## src/rtl/contador_ascendente_fpga.sv

```systemverilog
// contador_ascendente_fpga: prescaled up-counter from 0 to a captured target,
// started/paused by an active-low run button, shown on two active-low hex digits.
module contador_ascendente_fpga #(
  parameter int unsigned N        = 6,
  parameter int unsigned TICK_DIV = 15_000_000
) (
  input  logic         clk,
  input  logic         reset,
  input  logic         run,
  input  logic [N-1:0] a,
  output logic [N-1:0] z,
  output logic         done,
  output logic [6:0]   digit0,
  output logic [6:0]   digit1
);

  typedef enum logic [1:0] {IDLE, COUNT, PAUSE, DONE} state_t;

  localparam logic [31:0] PRE_LAST = 32'(TICK_DIV - 1);

  state_t       state;
  logic [31:0]  pre;
  logic [N-1:0] tgt;
  logic [N-1:0] z_inc;
  logic [3:0]   hi_nib;

  assign z_inc  = z + N'(1);
  // Upper digit is whatever lies above bit 3, zero-extended to a nibble.
  assign hi_nib = 4'(z >> 4);

  function automatic logic [6:0] seg7(input logic [3:0] v);
    logic [6:0] s;
    case (v)
      4'h0: s = 7'b1000000;
      4'h1: s = 7'b1111001;
      4'h2: s = 7'b0100100;
      4'h3: s = 7'b0110000;
      4'h4: s = 7'b0011001;
      4'h5: s = 7'b0010010;
      4'h6: s = 7'b0000010;
      4'h7: s = 7'b1111000;
      4'h8: s = 7'b0000000;
      4'h9: s = 7'b0010000;
      4'hA: s = 7'b0001000;
      4'hB: s = 7'b0000011;
      4'hC: s = 7'b1000110;
      4'hD: s = 7'b0100001;
      4'hE: s = 7'b0000110;
      default: s = 7'b0001110;
    endcase
    return s;
  endfunction

  // Control FSM: captures the target, runs the prescaler and advances the count.
  always_ff @(posedge clk) begin
    if (reset) begin
      state <= IDLE;
      pre   <= '0;
      tgt   <= '0;
      z     <= '0;
      done  <= 1'b0;
    end else begin
      case (state)
        IDLE: begin
          z <= '0;
          if (!run) begin
            tgt <= a;
            if (a == '0) begin
              state <= DONE;
              done  <= 1'b1;
            end else begin
              state <= COUNT;
              pre   <= '0;
            end
          end
        end
        COUNT: begin
          // A release on a terminal-count edge wins: pre stays at its last value
          // so the increment fires on the first edge after resume.
          if (run) begin
            state <= PAUSE;
          end else if (pre == PRE_LAST) begin
            pre <= '0;
            z   <= z_inc;
            if (z_inc == tgt) begin
              state <= DONE;
              done  <= 1'b1;
            end
          end else begin
            pre <= pre + 32'd1;
          end
        end
        PAUSE: begin
          if (!run) state <= COUNT;
        end
        DONE: begin
        end
        default: state <= IDLE;
      endcase
    end
  end

  // Display decode straight from the registered count.
  always_comb begin
    digit0 = seg7(z[3:0]);
    digit1 = seg7(hi_nib);
  end

endmodule

```

## config.mk

```make
export PLATFORM = sky130hd
export DESIGN_NAME = contador_ascendente_fpga
export DESIGN_NICKNAME = d
export VERILOG_FILES = /design/src/rtl/contador_ascendente_fpga.sv
export SDC_FILE = /design/constraint.sdc
export NUM_CORES = 1
export LEC_CHECK = 0
export CAP_MARGIN = 20
export CORE_MARGIN = 8
export CORE_UTILIZATION = 53
export CTS_BUF_LIST = sky130_fd_sc_hd__clkbuf_8
export CTS_CLUSTER_SIZE = 25
export DETAILED_ROUTE_END_ITERATION = 16
export HOLD_SLACK_MARGIN = 0.03
export PLACE_DENSITY = 0.89
export SLEW_MARGIN = 30
export SYNTH_ARGS = -nofsm -noshare
export SYNTH_HDL_FRONTEND = slang
export SYNTH_SLANG_ARGS = --single-unit
```

## constraint.sdc

```tcl
create_clock -name clk -period 2.95 [get_ports clk]
set_input_delay 0.59 -clock clk [delete_from_list [all_inputs] [get_ports clk]]
set_output_delay 0.59 -clock clk [all_outputs]
set_load 0.02 [all_outputs]
```

==> results.md, run 1 <==
- Non-filler instance count after layout: 479
- Crit-path max FO: 4
- Via count: 2696
- Root Buffer: clkbuf_8
- Largest net degree at the start of global routing: 24
- Skew-Pair Late Insertion Delay: 340 ps
- GP Congestion: 0.912
- Antenna cells: 0
- Crit path required time: 3230 ps
- Vias per cell: 5.63
- CTS tree: yes
- PD cells: 512 mW/mm^2
- Clock Tree Buf Depth: 2
- Tmin final: 2820 ps
- Crit share post-route: 0.958
- Status: completed
- Post-synthesis sequential area ratio: 0.379
- Register area: 0.00118 mm^2
- Num CTS Buffers: 9
- Top-count cell post-synth: nor2_1
- Fin Hold WS: 500 ps
- Asr flop ratio synth: 0
- Hold WC Path Type: reg -> reg
- Max Freq: 0.354 GHz
- Cell taking the most area after synthesis: dfxtp_1
- Synth Register Bits: 59
- Initial antenna violation count: 0
- First-pass GRT wire length: 12200 um
- Resize count post-CTS: 0
- Unrepaired setup endpoints after global routing: no
- Crit Path Category: reg -> reg
- Commonest cells in the netlist: 63 x nor2_1, 59 x dfxtp_1, 22 x nand2_1, 21 x xor2_1, 18 x xnor2_1
- PortBufs: 28
- Detailed Route WL: 7340 um
- Critical Path Max Stage Delay: 550 ps
- Die W: 92.7 um
- Final setup viols: 0
- Hold buffers post-CTS: 0
- Number of synthesis warnings: 0
- Fill cells: 485
- GR Overflow Total: 0
- Core area: 0.00582 mm^2
- Post-Place Worst Slack: 138 ps
- Initial Util: 0.536
- Top FF cell, synth: dfxtp_1
- Bufs and invs on worst path: 1
- Post-synthesis cell area: 0.00312 mm^2
- Number of synthesized flops with an enable pin: 0
- Worst-Margin Slew: 628 ps
- Top cells by area, synth: dfxtp_1 38%, nor2_1 7.6%, xor2_1 5.9%, xnor2_1 5.1%, ha_1 4.8%
- First-pass DRT Iterations: 4
- ANT nets after route: 0
- NumNets Final: 420
- Maximum VDD drop: 0.000480 V
- Htree depth: 3
- Slew HR: 0.580
- CP arrival: 3100 ps
- LEAKAGE: 0.00141 uW
- Placed Instance Area: 0.00362 mm^2
- Slack of the critical path: 125 ps
- Max Clock Skew: 6.61 ps
- Syn avg cell area: 8.81 um^2
- Top-area cell type share of the netlist area: 0.379
- HPWL Detailed: 5500 um
- Final Hold Viols: 0
- # rows: 28
- Setup TNS: 0 ps
- Multi-input logic area: 0.00185 mm^2
- Startpoint Class: flip-flop
- Cell area after layout: 0.00379 mm^2
- Cell chain of the critical path: or4_4, nor4_4, nand3_1, mux2_4, nor2_4, inv_2, ha_4, or3_2, a21oi_1
- Post-synthesis cell count: 354
- Clock sinks: 59
- 1st-iter DRT viols: 145
- Max Slew Vio Count: 0
- Die span in y: 92.7 um
- Post-synth cell types: 63
- Setup bufs post-CTS: 0
- Vias in the first global route: 2662
- Element type at the critical path end: flip-flop
- Clock Pin Slew Worst Setup and Hold Paths: 70 ps
- Area delta synth->final: 21.6%
- All-layer global routing usage: 0.178
- Max cap viols: 0
- Syn nets: 375
- DR WL/cell: 15.3 um
- # DRC: 0
- Cell count after placement: 463
- Largest delay share family, worst path: simple AND/OR/NAND/NOR gates
- Fraction of layout cells with a size suffix above 1: 0.139
- Die ar.: 0.00860 mm^2
- Slowest CP cell: or4_4
- I/O pins: 30
[final timing paths]
path              cells after the start  startpoint   endpoint  slack (ps)
hold / removal                        2        done       done         500
setup / recovery                      9      pre[9]  digit0[1]         130
hold reg to reg                       2        done       done         500
setup reg to reg                      9      pre[9]  digit0[1]         130
[cells by family (layout without fill, tap and decap cells)]
family / count (synthesis) / in the layout / synth area share
AOI/OAI and AO/OA: 33 / 33 / 0.0774
and+or+nand+nor: 159 / 159 / 0.271
buffers and inverters: 32 / 82 / 0.0421
muxes: 19 / 19 / 0.0718
xor gates and xnor gates: 39 / 39 / 0.110
DFF: 59 / 59 / 0.379
other: 1 / 1 / 0.00120
adders and majority gates: 12 / 12 / 0.0481
[metal layers]
metal	vias up	routed length (um)	track usage	part of all wire
met3	21	417	0.0655	0.057
met5	-	0	0	0
met4	0	218	0.0966	0.030
li1	1312	-	-	-
met2	75	3730	0.307	0.51
met1	1288	2980	0.184	0.41
[stage by stage]
stage | utilization | power (uW)
floorplan | - | 1190
global placement | 0.622 | 1300
detailed placement | 0.622 | 1310
CTS | 0.652 | 1960
global route | 0.652 | 2040
finish | 0.652 | 1940
[placed cells by master, fill, tap and decap left out, drive strengths merged, types with 5 or more instances in the layout]
| cell | n |
|---|---|
| ha | 12 |
| buf | 20 |
| nand4 | 12 |
| nor2 | 63 |
| nand2 | 23 |
| a21oi | 5 |
| and4 | 5 |
| and3 | 8 |
| xnor2 | 18 |
| inv | 21 |
| nor4 | 6 |
| clkdlybuf4s50 | 28 |
| clkbuf | 11 |
| xor2 | 21 |
| nand3 | 17 |
| mux2i | 15 |
| dfxtp | 59 |
[registers in the layout (all words and copies together) (netlist names)]
name / count
pre: 32
digit0: 7
tgt: 6
z: 6
digit1: 5
state: 2
done: 1
[worst register-to-register path, cell delays in order (launching register included)]
cell and delay, ps:
dfxtp_1 350, or4_4 550, nor4_4 320, nand3_1 160, mux2_4 350, nor2_4 140
inv_2 80, ha_4 220, or3_2 470, a21oi_1 130
[cell type report]
type / instances / share of cell area
sequential: 59 / 0.311
clock buffer: 11 / 0.0399
timing repair buffer: 48 / 0.113
tap: 75 / 0.0247
multi-input combinational: 263 / 0.487
inverter: 18 / 0.0178
clock inverter: 5 / 0.00561
[where the power goes]
part	internal [uW]	total, uW	switching, uW
clock network	338	639	301
registers	835	865	30.1
logic	180	437	257
(Power assumes the default switching activity.)
==> inputs of run 2 (changes only) <==
--- a/config.mk
+++ b/config.mk
@@ -14,4 +14,5 @@
 export HOLD_SLACK_MARGIN = 0.03
 export PLACE_DENSITY = 0.89
+export SETUP_SLACK_MARGIN = 0.5
 export SLEW_MARGIN = 30
 export SYNTH_ARGS = -nofsm -noshare
==> constraint.sdc (replaced) <==
create_clock -name clk -period 2.95 [get_ports clk]
set_input_delay 0.59 -clock clk [delete_from_list [all_inputs] [get_ports clk]]
set_output_delay 0.59 -clock clk [all_outputs]
set_load 0.05 [all_outputs]
==> results.md, run 2 (synthesis gave the netlist of run 1 again) <==
- Status: completed
- Most flop-heavy register: pre
- Number of flip-flops in the largest register: 32 (unchanged)
- 1st-iter DRT viols: 266 (+83%)
- Tmin final: 2760 ps (-69.8 ps)
- Maximum VDD drop: 0.000345 V (-28%)
- CP arrival: 3010 ps (-90 ps)
- Cell chain of the critical path: or4bb_4, nor4_4, buf_4, buf_6, buf_6, nand4_4, mux2i_4, or2_4, inv_4, o22ai_1, a211oi_2
- Slowest CP cell: or4bb_4
- Clock Pin Slew Worst Setup and Hold Paths: 70 ps (about the same)
- Sw Ratio: 0.307 (+0.00422)
- Setup TNS: 0 ps (unchanged)
- Crit-path max FO: 4 (unchanged)
- Clock power frac: 0.336 (+0.007)
- Max Freq: 0.363 GHz (+2.5%)
- Max cap viols: 0 (unchanged)
- Clock Tree Buf Depth: 2 (unchanged)
- Unrepaired setup endpoints after global routing: yes
- # rows: 28 (unchanged)
- Area delta synth->final: 32.5%
- Startpoint Class: flip-flop
- GP Congestion: 0.910 (-0.20%)
- Most common cell after layout, fill and taps aside: nor2_1
- Top cell by count, worst path: buf_6
- Commonest non-fill, non-tap cells in the layout: 61 x nor2_1, 51 x dfxtp_1, 28 x buf_4, 27 x clkdlybuf4s50_1, 22 x nand2_1
- Vias per cell: 5.95 (+5.7%)
- Pwr Total: 2070 uW (+6.9%)
- Power Internal: 1440 uW (+6.2%)
- HPWL Detailed: 5110 um (-7.1%)
- Initial Util: 0.536 (unchanged)
- Largest net degree at the start of global routing: 27 (+13%)
- Final Hold Viols: 0 (unchanged)
- Hold WC Path Type: reg -> reg
- Die W: 92.7 um (unchanged)
- All-layer global routing usage: 0.196 (+0.0179)
- PD cells: 502 mW/mm^2 (-1.9%)
- Psw: 637 uW (+8.4%)
- Clock sinks: 59 (unchanged)
- Via count: 2938 (+9.0%)
- Die span in y: 92.7 um (unchanged)
- Fraction of layout cells with a size suffix above 1: 0.241 (+0.102)
- Final setup viols: 0 (unchanged)
- LEAKAGE: 0.00156 uW (+11%)
- NumNets Final: 435 (+3.6%)
- Fill cells: 402 (-17%)
- Htree depth: 3 (unchanged)
- Num CTS Buffers: 9 (unchanged)
- Vias in the first global route: 2868 (+7.7%)
- Max Clock Skew: 12.0 ps (+5.38 ps)
- Element type at the critical path end: flip-flop
- DR WL/cell: 17.5 um (+14%)
- ANT nets after route: 0 (unchanged)
- # DRC: 0 (unchanged)
- Combinational Power Share: 0.247 (+0.022)
- GR Overflow Total: 0 (unchanged)
- Crit share post-route: 0.934 (-0.0237)
- First-pass DRT Iterations: 5 (+1)
- Crit Path Category: reg -> reg
- Critical Path Max Stage Delay: 550 ps (about the same)
- Detailed Route WL: 8630 um (+18%)
- Skew-Pair Late Insertion Delay: 340 ps (about the same)
- Antenna cells: 0 (unchanged)
- I/O pins: 30 (unchanged)
- Root Buffer: clkbuf_8
- Non-filler instance count after layout: 494 (+3.1%)
- Crit path required time: 3210 ps (-20 ps)
- Die ar.: 0.00860 mm^2 (unchanged)
- Max Slew Vio Count: 0 (unchanged)
- Core area: 0.00582 mm^2 (unchanged)
- Initial antenna violation count: 0 (unchanged)
- Cell count after placement: 453 (-2.2%)
- Slew HR: 0.570 (-0.00958)
- Worst-Margin Slew: 642 ps (+14.3 ps)
- CTS tree: yes
- Sequential Power Share: 0.417 (-0.029)
- PortBufs: 28 (unchanged)
- First-pass GRT wire length: 13400 um (+10%)
[run 2: power groups by stage]
stage / Sequential [uW] / Clock (uW) / Combinational, uW
6_report: 864 / 697 / 513
4_1_cts: 864 / 706 / 468
3_5_place_dp: 882 / 0 / 436
2_1_floorplan: 882 / 0 / 310
5_1_grt: 868 / 742 / 562
3_3_place_gp: 879 / 0 / 425
[run 2: per-layer routing]
layer	track usage	vias up	part of all wire
met3	0.0663	43	0.073
li1	-	1347	-
met1	0.208	1398	0.39
met5	0	-	0
met4	0.132	0	0.043
met2	0.324	150	0.49
[run 2: critical path, delay by kind of cell (launching register included)]
family / cells / cell delay (ps)
buf+inv: 4 / 460
simple gates: 4 / 1320
compound gates: 2 / 290
mux: 1 / 250
flops: 1 / 340
[run 2: final timing paths]
check                                  to  cells after the start  slack, ps    start
worst max-delay path            digit0[0]                     11        190  pre[15]
worst min-delay path                 done                      2        490     done
worst max register to register  digit0[0]                     11        190  pre[15]
worst min register to register       done                      2        490     done
[run 2: through the flow]
stage / utilization / hold WS [ps] / cell area [um^2] / worst slack, ps
floorplan: - / 472 / 3180 / 172
global placement: 0.614 / 452 / 3570 / 221
detailed placement: 0.614 / 465 / 3570 / 150
CTS: 0.685 / 478 / 3980 / 289
global route: 0.710 / 507 / 4130 / 121
finish: 0.710 / 493 / 4130 / 195
[run 2: area by class of cell]
| cell class | count | area (um^2) | area share |
|---|---|---|---|
| Clock buffer | 13 | 179 | 0.0433 |
| Clock inverter | 3 | 12.5 | 0.00303 |
| Inverter | 18 | 70.1 | 0.0170 |
| Multi-Input combinational cell | 263 | 2000 | 0.485 |
| Sequential cell | 59 | 1190 | 0.289 |
| Tap cell | 75 | 93.8 | 0.0227 |
| Timing Repair Buffer | 63 | 581 | 0.141 |
[run 2: what timing repair did]
item / CTS / global route
endpoints found under the setup margin: 9 / 31
hold buffers: 0 / 0
buffers inserted: 17 / 8
gates resized for setup: 20 / 22
pin swaps: 16 / 11
==> inputs of run 3 (changes only) <==
- GPL_ROUTABILITY_DRIVEN: not set -> 0
==> results of run 3 <==
No change in the layout: final DEF, timing and power equal those of run 2.
